`config.mk`:
```
export PLATFORM = sky130hd
export DESIGN_NAME = inv_subbytes_seq_flat
export DESIGN_NICKNAME = d
export VERILOG_FILES = /design/src/rtl/inv_subbytes_seq_if.sv /design/src/rtl/inv_subbytes_seq.sv /design/src/flat_wrapper.sv
export SDC_FILE = /design/constraint.sdc
export NUM_CORES = 1
export LEC_CHECK = 0
export BUFFER_PORTS_ARGS = -buffer_cell sky130_fd_sc_hd__buf_2
export CAP_MARGIN = 5
export CELL_PAD_IN_SITES_DETAIL_PLACEMENT = 1
export CELL_PAD_IN_SITES_GLOBAL_PLACEMENT = 2
export CORE_MARGIN = 3
export CORE_UTILIZATION = 36
export CTS_BUF_LIST = sky130_fd_sc_hd__clkbuf_4 sky130_fd_sc_hd__clkbuf_8
export DETAILED_ROUTE_END_ITERATION = 7
export GPL_TIMING_DRIVEN = 0
export HOLD_SLACK_MARGIN = 0.15
export PLACE_DENSITY = 0.92
export SLEW_MARGIN = 10
export SYNTH_ARGS = -nofsm -noshare
export SYNTH_HDL_FRONTEND = slang
export SYNTH_SLANG_ARGS = --single-unit
export TNS_END_PERCENT = 20
```
`constraint.sdc`:
```
create_clock -name clk -period 5.7 [get_ports clk]
set_clock_uncertainty 0.05 [all_clocks]
set_input_delay 1.71 -clock clk [delete_from_list [all_inputs] [get_ports clk]]
set_output_delay 1.71 -clock clk [all_outputs]
set_load 0.03 [all_outputs]
```
`src/rtl/inv_subbytes_seq_if.sv`:
```
// inv_subbytes_seq_if: upstream/downstream valid-ready handshake plus the S-box bank bus
interface inv_subbytes_seq_if #(
  parameter int LANES = 4
);
  logic               in_valid;
  logic               in_ready;
  logic [127:0]       in_data;
  logic [8*LANES-1:0] sb_in;
  logic [8*LANES-1:0] sb_out;
  logic               out_valid;
  logic               out_ready;
  logic [127:0]       out_data;
  logic               busy;
  modport slave (
    input  in_valid, in_data, sb_out, out_ready,
    output in_ready, sb_in, out_valid, out_data, busy
  );
  modport master (
    output in_valid, in_data, sb_out, out_ready,
    input  in_ready, sb_in, out_valid, out_data, busy
  );
endinterface

```
`src/rtl/inv_subbytes_seq.sv`:
```
// inv_subbytes_seq: multi-cycle InvSubBytes over a LANES-wide external inverse S-box bank
module inv_subbytes_seq #(
  parameter int LANES = 4
) (
  input logic               clk,
  input logic               rst_n,
  inv_subbytes_seq_if.slave bus
);
  localparam int BEATS = 16 / LANES;
  localparam int W = 8 * LANES;
  localparam int CW = BEATS > 1 ? $clog2(BEATS) : 1;
  if (!(LANES == 1 || LANES == 2 || LANES == 4 || LANES == 8 || LANES == 16)) begin : g_bad_lanes
    $error("inv_subbytes_seq: LANES must be 1, 2, 4, 8 or 16");
  end
  typedef enum logic [1:0] {IDLE, RUN, DONE} state_t;
  state_t        state, state_nx;
  logic [CW-1:0] cnt;
  logic [127:0]  din, res;
  logic [6:0]    base;
  logic          last, accept;
  // highest-order slice first; base is the top bit of the current beat's slice
  always_comb begin
    base = 7'(127 - W * int'(cnt));
    last = cnt == CW'(BEATS - 1);
    bus.in_ready = state == IDLE || (state == DONE && bus.out_ready);
    accept = bus.in_valid && bus.in_ready;
    state_nx = accept ? RUN :
               (state == RUN && last) ? DONE :
               (state == DONE && bus.out_ready) ? IDLE : state;
    bus.sb_in = state == RUN ? din[base -: W] : '0;
    bus.out_valid = state == DONE;
    bus.busy = state != IDLE;
    bus.out_data = res;
  end
  always_ff @(posedge clk or negedge rst_n)
    if (!rst_n) begin
      state <= IDLE;
      cnt <= '0;
      din <= '0;
      res <= '0;
    end else begin
      state <= state_nx;
      if (accept) begin
        din <= bus.in_data;
        cnt <= '0;
      end else if (state == RUN) begin
        res[base -: W] <= bus.sb_out;
        cnt <= last ? '0 : cnt + CW'(1);
      end
    end
endmodule

```
`src/flat_wrapper.sv`:
```
// flat-port wrapper written by rule: the top's interface ports become plain ports
module inv_subbytes_seq_flat 
#(
  parameter int LANES = 4
)
  (clk, rst_n, bus_in_valid, bus_in_data, bus_sb_out, bus_out_ready, bus_in_ready, bus_sb_in, bus_out_valid, bus_out_data, bus_busy);
  inv_subbytes_seq_if #(.LANES(LANES)) bus_i ();
  input logic clk;
  input logic rst_n;
  input wire logic [$bits(bus_i.in_valid)-1:0] bus_in_valid;
  input wire logic [$bits(bus_i.in_data)-1:0] bus_in_data;
  input wire logic [$bits(bus_i.sb_out)-1:0] bus_sb_out;
  input wire logic [$bits(bus_i.out_ready)-1:0] bus_out_ready;
  output wire logic [$bits(bus_i.in_ready)-1:0] bus_in_ready;
  output wire logic [$bits(bus_i.sb_in)-1:0] bus_sb_in;
  output wire logic [$bits(bus_i.out_valid)-1:0] bus_out_valid;
  output wire logic [$bits(bus_i.out_data)-1:0] bus_out_data;
  output wire logic [$bits(bus_i.busy)-1:0] bus_busy;
  assign bus_i.in_valid = bus_in_valid;
  assign bus_i.in_data = bus_in_data;
  assign bus_i.sb_out = bus_sb_out;
  assign bus_i.out_ready = bus_out_ready;
  assign bus_in_ready = bus_i.in_ready;
  assign bus_sb_in = bus_i.sb_in;
  assign bus_out_valid = bus_i.out_valid;
  assign bus_out_data = bus_i.out_data;
  assign bus_busy = bus_i.busy;
  inv_subbytes_seq #(.LANES(LANES)) u_core (.clk(clk), .rst_n(rst_n), .bus(bus_i));
endmodule
```
* After elaboration in Yosys (flattened, before gate mapping)
Cells that the tools add are included.
** Operators by class
- Shifts and indexed selects :: 3
- Reduce and logical (&&, ||, !) cells :: 9
- Add/subtract/negate cells :: 3
- Mux-type cells :: 8
- Bitwise gates (word level) :: 1
- Equal/unequal tests :: 3
** Operators with widths (count)
- variable shift 32 x 9 -> 159 bit (first input constant) :: 1
- variable part select 159 x 8 -> 32 bit :: 1
- variable part select 32 x 9 -> 159 bit :: 1
- bitwise mux 128 bit :: 1
- two-way mux 32 bit :: 1
- two-way mux 2 bit :: 6
- negation 7 -> 9 bit :: 1
- subtractor 7 bit (first input constant) :: 1
- equality test 2 bit (second input constant) :: 2
- nonzero test 2 bit :: 2
- logical AND 1 bit :: 3
- nonzero test 3 bit :: 1
- adder 2 x 1 -> 2 bit (second input constant) :: 1
- equality test 2 x 1 -> 1 bit (second input constant) :: 1
- zero test 2 bit :: 1
- AND reduction 2 bit :: 1
- logical OR 1 bit :: 1
- inverter 1 bit :: 1
** Storage, ports and cells
- Output and inout port bits :: 163
- Word-level logic and storage cells :: 31
- Register bits after elaboration :: 260
- Input bits :: 164

* Depth between registers and ports, before layout
Gate-level depths: netlist of the first run.
- Depth after elaboration :: 6
- Mapped depth :: 9
- Mapped depth without buffers :: 5

* Least setup slack after synthesis of the first run
OpenSTA, ideal clock, no wires.
- Path type :: input port to output port
- From :: in bus_out_ready
- To :: out bus_in_ready
- Arrival :: 2190 ps
- Setup slack :: 1750 ps
- Data required time :: 3940 ps
- Buffers on the path :: 0
- Stages on the path :: 2
- Path through :: nor2b_1 > nor2_1
** On the way
- Cells in the longest elaborated chain, start to end :: 2
** Ends and longest elaborated chain
- start, declared :: RTL line flat_wrapper.sv:13 : input wire logic [$bits(bus_i.out_ready)-1:0] bus_out_ready;
- logical AND 1 bit :: RTL line inv_subbytes_seq.sv:25 : bus.in_ready = state == IDLE || (state == DONE && bus.out_ready);
- logical OR 1 bit :: RTL line inv_subbytes_seq.sv:25
- end, declared :: RTL line flat_wrapper.sv:14 : output wire logic [$bits(bus_i.in_ready)-1:0] bus_in_ready;
No other way between the ends.

* Worst setup path after layout of the first run
- From :: reg u_core.cnt[1]
- To :: out bus_sb_in[11]
** On the way
- Cells in the longest elaborated chain, start to end :: 3
** Ends and longest elaborated chain
- start, declared :: RTL line inv_subbytes_seq.sv:17 : logic [CW-1:0] cnt;
- start signal, assigned :: RTL line inv_subbytes_seq.sv:48 : cnt <= last ? '0 : cnt + CW'(1);
- subtractor 7 bit :: RTL line inv_subbytes_seq.sv:23 : base = 7'(127 - W * int'(cnt));
- variable part select 159 x 8 -> 32 bit :: RTL line inv_subbytes_seq.sv:30 : bus.sb_in = state == RUN ? din[base -: W] : '0;
- two-way mux 32 bit :: RTL line inv_subbytes_seq.sv:30
- end, declared :: RTL line flat_wrapper.sv:15 : output wire logic [$bits(bus_i.sb_in)-1:0] bus_sb_in;
No other way between the ends.

==> run metrics, run 1 <==
detailed-router iteration count before antenna repair=4; post-detailed-route count of antenna-violating nets=0; layout filler cell count=between 3000 and 4000; Synth Flop Type=dfrtp_1; Worst Setup Start Kind=register; crit-path max FO=10; initial antenna violation count=14; kind of critical path=reg -> out; Hold Violations, Final=0; Synth Area in XOR/XNOR=0; post-place setup slack=1.50 ns; maximum clock rate=about 0.23 GHz; first-pass GRT wire length=56700 um; Register-to-Register Path Depth=9; final setup TNS=0 ns; WHS Endpoint=u_core.bus.out_data[68]$_DFFE_PN0P_; Post-synth top cells=260 x dfrtp_1, 258 x nand2_1, 128 x o21ai_0; CTS resizes=0; Yosys reg bits=260; multiplexer area fraction after synthesis=0.192; WL/cell=roughly 20 um; Synth-to-Final Area Change=28.8%; CTS Buffer Depth=3; number of synthesized flops with an enable pin=0; Cell variety after synth=21; layout cells sized above 1=0.345; largest family of logic cells by synthesized area=multiplexers; final hold slack=roughly 0.42 ns; Crit path largest cell delay=around 0.65 ns; worst path cell trace=buf_2, clkbuf_1, mux2i_1, o22ai_1, buf_2; starting density of the core=0.367; Syn. warnings=0; hold path depth=2; status=finished, final reports clean; via/cell ratio=between 5 and 6; crit share post-route=0.776; CTS clk-pin slew, worst paths=about 0.060 ns; fin. max-slew vios=0; adder-cell share of the synthesized area=0.00457; Req. time, crit path=around 4 ns; vias in the first global route=9753; largest area contributor in the netlist=dfrtp_1; Final HPWL DP=about 27000 um; Die ar.=~33000 um2; Setup Fix Bufs, Post-CTS=0; power density over the cells=about 640 nW/um2; Worst VDD drop=about 0.34 mV; num rows=between 60 and 70; Synth Area in Compound Gates=0.0775; GP Congestion=about 0.80; Final nets=about 1500; pin count of the biggest net entering global routing=between 90 and 100; area share of the largest cell type after synthesis=0.594; max-cap violations=0; Crit path arrival time=2.67 ns; Tmin final=roughly 4.4 ns; I/O Buffers=326; most frequent CP cell=buf_2; Detailed Route WL=36400 um; relative slew slack=0.446; Post-route DRC=0; Slew @ Worst Pin=slightly above 0.8 ns; Via Count=roughly 8900; width of the die=between 150 and 200 um; Clock Root Buffer=clkbuf_8; Design Area, Final=about 14000 um2; # setup viols final=0; Syn Inst Count=967; CP endpoint kind=output port; crit path max-delay cell type=clkbuf_1; cts hold-fix bufs=0; hold path startpoint=u_core.bus.out_data[68]$_DFFE_PN0P_; reg2reg end=u_core.bus.out_data[112]$_DFFE_PN0P_; I/O pin total=roughly 330; net count after synthesis=about 1100; initial DRC count=around 340; Avg Cell Area, Syn=roughly 11 um2; LEAKAGE=between 6 and 7 nW; grt ovf=0; setup ws final=around 1.3 ns; Clock Sinks=260; Area after DPL=around 13000 um2; reg2reg setup slack=around 2.9 ns; top area cells in the synthesized netlist=dfrtp_1 59%, mux2_1 8.9%, nand2_1 8.8%, mux2i_1 6.0%, o21ai_0 5.9%; Pwr Total=roughly 9.0 mW; R2R Path Start=u_core.cnt[1]$_DFFE_PN0P_; worst-skew pair later-pin latency=between 0.5 and 0.6 ns; register area share after synthesis=0.594; TritonCTS Buffers=45; Worst Hold Class=reg -> reg; CTS H-tree depth=2; unrepaired setup endpoints after global routing=false; core footprint=29800 um2; asr flop ratio synth=1.00; most common cell in the netlist=dfrtp_1; Die Y-Extent=around 180 um; mapped cell area=about 11000 um2; CTS tree=yes; Total GRT Usage=0.220; Synth Area in Simple Gates=0.0988
==> layer usage <==
metal  global-route usage  part of all wire  wire [um]  vias to the layer above
li1                     -                 -          -                     4044
met1                0.262              0.40      14600                     4414
met2                0.378              0.48      17600                      329
met3               0.0781             0.090       3260                       76
met4               0.0623             0.023        853                       14
met5                    0            0.0023         84                        -
==> power by group <==
group          leakage [nW]  switching, mW  internal (mW)
combinational          3.12           2.73           1.34
sequential             3.29          0.476           2.66
clock                 0.500          0.755           1.03
==> layout by cell type (no fill, tap or decap), types with 14 or more instances in the layout <==
cell type and n:
o21ai_0 128, mux2_2 41, dfrtp_1 260, clkbuf_4 14, clkbuf_1 42, clkbuf_8 57
o22ai_1 32, mux2_1 87, mux2i_1 66, buf_2 340, nand2_1 258
==> registers in the layout, summed over array words and instances, names as in the netlist <==
| signal | count |
|---|---|
| u_core.cnt | 2 |
| u_core.state | 2 |
| u_core.din | 128 |
| u_core.bus.out_data | 128 |
==> kinds of logic after synthesis <==
logic type / Yosys count
AND/OR/NAND/NOR: 277
AO/OA/AOI/OAI: 161
buffers and inverters: 71
flip-flops: 260
adder cells (fa/ha/maj): 4
multiplexers: 194
==> worst max-delay path, delay by kind of cell (launching register included) <==
family | cells | cell delay (ns)
compound gates | 1 | 0.40
buf+inv | 3 | 1.14
flops | 1 | 0.36
mux | 1 | 0.22
==> how the worst max path moves through the flow <==
| stage | from | endpoint | slack (ns) | cells after the start |
|---|---|---|---|---|
| after floorplan | bus_out_ready | bus_in_ready | 1.75 | 2 |
| after global placement | rst_n | u_core.din[9]$_DFFE_PN0P_ | -1.95 | 1 |
| after detailed placement | bus_out_ready | bus_in_ready | 1.50 | 4 |
| after CTS | u_core.state[1]$_DFFE_PN0P_ | bus_sb_in[11] | 1.24 | 5 |
| after global routing | u_core.cnt[1]$_DFFE_PN0P_ | bus_sb_in[11] | 1.17 | 5 |
| final | u_core.cnt[1]$_DFFE_PN0P_ | bus_sb_in[11] | 1.27 | 5 |
==> final cells by class <==
cell class | instances | area (um2) | area share
Buffer | 69 | 353 | 0.0250
Antenna cell | 6 | 15.0 | 0.00106
Timing Repair Buffer | 328 | 1700 | 0.120
Clock buffer | 71 | 890 | 0.0631
Sequential cell | 260 | 6510 | 0.461
Tap cell | 390 | 488 | 0.0346
Multi-Input combinational cell | 636 | 4080 | 0.290
Clock inverter | 6 | 60.1 | 0.00426
Inverter | 2 | 7.51 | 0.000532
==> stage by stage <==
stage / utilization / instances
floorplan: - / 967
global placement: 0.439 / 1683
detailed placement: 0.441 / 1685
CTS: 0.473 / 1762
global route: 0.473 / 1767
finish: 0.473 / 1768
Note: power is estimated with default switching activity, not from simulation.
==> run 2, diff against run 1 <==
--- a/config.mk
+++ b/config.mk
@@ -10,12 +10,12 @@
 export CELL_PAD_IN_SITES_DETAIL_PLACEMENT = 1
 export CELL_PAD_IN_SITES_GLOBAL_PLACEMENT = 2
 export CORE_MARGIN = 3
-export CORE_UTILIZATION = 36
+export CORE_UTILIZATION = 30
 export CTS_BUF_LIST = sky130_fd_sc_hd__clkbuf_4 sky130_fd_sc_hd__clkbuf_8
 export DETAILED_ROUTE_END_ITERATION = 7
 export GPL_TIMING_DRIVEN = 0
 export HOLD_SLACK_MARGIN = 0.15
-export PLACE_DENSITY = 0.92
+export PLACE_DENSITY = 0.83
 export SLEW_MARGIN = 10
 export SYNTH_ARGS = -nofsm -noshare
 export SYNTH_HDL_FRONTEND = slang
==> constraint.sdc (replaced) <==
create_clock -name clk -period 3.58 [get_ports clk]
set_clock_uncertainty 0.05 [all_clocks]
set_input_delay 1.074 -clock clk [delete_from_list [all_inputs] [get_ports clk]]
set_output_delay 1.074 -clock clk [all_outputs]
set_load 0.03 [all_outputs]
==> run metrics, run 2 (same netlist as run 1, synthesis figures left out) <==
status=finished, final reports clean (unchanged); starting density of the core=0.306 (was 0.367); setup ws final=0.104 ns (was 1.27 ns); Design Area, Final=14300 um2 (was 14100 um2); CTS H-tree depth=2 (unchanged); CP endpoint kind=output port (unchanged); Tmin final=about 3.5 ns; layout filler cell count=4053 (was 3420); GP Congestion=0.791 (was 0.798); num rows=69 (was 63); Synth-to-Final Area Change=31.0% (was 28.8%); initial DRC count=254 (was 342); fin. max-slew vios=0 (unchanged); Crit path arrival time=2.35 ns (was 2.67 ns); detailed-router iteration count before antenna repair=4 (unchanged); # setup viols final=0 (unchanged); relative slew slack=0.567 (was 0.446); CTS Buffer Depth=3 (unchanged); TritonCTS Buffers=48 (was 45); crit share post-route=0.971; initial antenna violation count=17 (was 14); Die Y-Extent=197 um (was 180 um); Worst Hold Class=in -> async (was reg -> reg); cts hold-fix bufs=0 (unchanged); most frequent cells in the layout=336 x buf_2, 260 x dfrtp_1, 258 x nand2_1 (was 340 x buf_2, 260 x dfrtp_1, 258 x nand2_1); width of the die=197 um (was 180 um); core footprint=35700 um2 (was 29800 um2); multi-input logic area=4100 um2 (was 4080 um2); LEAKAGE=6.99 nW (was 6.91 nW); first-pass GRT wire length=56500 um (was 56700 um); max-cap violations=0 (unchanged); pin count of the biggest net entering global routing=94 (was 91); worst-skew pair later-pin latency=0.60 ns (was 0.54 ns); commonest non-fill, non-tap cell in the layout=buf_2 (unchanged); Hold Violations, Final=0 (unchanged); grt ovf=0 (unchanged); Final HPWL DP=27400 um (was 27100 um); Clock Root Buffer=clkbuf_8 (unchanged); final hold slack=0.411 ns (was 0.422 ns); maximum clock rate=around 0.29 GHz; CTS tree=yes (unchanged); Via Count=8805 (was 8877); Setup Fix Bufs, Post-CTS=0 (unchanged); WL/cell=20.1 um (was 20.6 um); kind of critical path=reg -> out (unchanged); layout cells sized above 1=0.357 (was 0.345); Area after DPL=13200 um2 (was 13100 um2); I/O Buffers=326 (unchanged); Final nets=1513 (was 1510); via/cell ratio=4.76 (was 5.02); crit-path max FO=10 (unchanged); Slew @ Worst Pin=0.649 ns (was 0.832 ns); Worst Setup Start Kind=register (unchanged); cell total after placement=1756 (was 1685); Total GRT Usage=0.188 (was 0.220); final setup TNS=0 ns (unchanged); Post-route DRC=0 (unchanged); power density over the cells=1020 nW/um2 (was 638 nW/um2); CTS clk-pin slew, worst paths=0.06 ns (about the same); Req. time, crit path=2.46 ns (was 3.94 ns); vias in the first global route=9518 (was 9753); post-detailed-route count of antenna-violating nets=0 (unchanged); post-place setup slack=0.448 ns (was 1.50 ns); Pwr Total=14.6 mW (was 8.99 mW); unrepaired setup endpoints after global routing=false (unchanged); Detailed Route WL=37100 um (was 36400 um); I/O pin total=327 (unchanged); Seq. cell area=6510 um2 (unchanged); Die ar.=38800 um2 (was 32500 um2); Worst VDD drop=0.623 mV (was 0.336 mV); Final Util=0.401 (was 0.473); Clock Sinks=260 (unchanged); post-route insts no fill=1849 (was 1768)
==> run 2: cell types whose count changed in the layout (fill, tap and decap cells not counted), moves of 2 or more <==
cell	previous run	this run
clkbuf_4	14	20
buf_4	0	4
buf_2	340	336
mux2i_1	66	64
clkbuf_8	57	63
buf_1	2	0
clkbuf_1	42	37
mux2i_2	0	2
clkbuf_2	0	4
==> run 2: worst max-delay path, stage by stage (launching register included) <==
cell,delay [ns]
dfrtp_1,0.50
and2b_2,0.33
nand2_1,0.16
buf_2,0.26
o22ai_2,0.26
buf_2,0.24
==> run 2: timing repair <==
action,CTS,global route
gates resized for setup,13,5
endpoints found under the hold margin,0,0
endpoints found under the setup margin,32,18
==> run 2: layout make-up <==
class                   count  area share
clock buffers              80      0.0694
multi-input cells         636       0.286
inverters                   2    0.000523
well taps                 461      0.0402
plain buffers              69      0.0264
clock inverters             7     0.00480
repair buffers            328       0.118
flip-flops and latches    260       0.454
diodes                      6     0.00105
==> run 2: routing by layer <==
metal / up-vias / share of wire / track usage
met3: 74 / 0.091 / 0.0768
met5: - / 0.0038 / 0
met2: 308 / 0.46 / 0.306
li1: 4053 / - / -
met4: 22 / 0.023 / 0.0607
met1: 4348 / 0.42 / 0.230
==> run 2: report_power, final <==
group	switching, mW	total (mW)	internal [mW]
registers	0.716	4.96	4.24
logic	4.37	6.55	2.18
clock network	1.28	3.10	1.82
==> run 2: final timing paths <==
check                                                    start                                   end  slack, ns  cells past startpoint
setup / recovery                   u_core.state[1]$_DFFE_PN0P_                         bus_sb_in[11]       0.10                      5
max in group asynchronous                                rst_n             u_core.din[8]$_DFFE_PN0P_       1.75                      3
min in group clk           u_core.bus.out_data[79]$_DFFE_PN0P_   u_core.bus.out_data[79]$_DFFE_PN0P_       0.43                      2
hold reg to reg            u_core.bus.out_data[79]$_DFFE_PN0P_   u_core.bus.out_data[79]$_DFFE_PN0P_       0.43                      2
hold / removal                                           rst_n  u_core.bus.out_data[117]$_DFFE_PN0P_       0.41                      1
setup reg to reg                     u_core.cnt[1]$_DFFE_PN0P_  u_core.bus.out_data[119]$_DFFE_PN0P_       0.90                      8
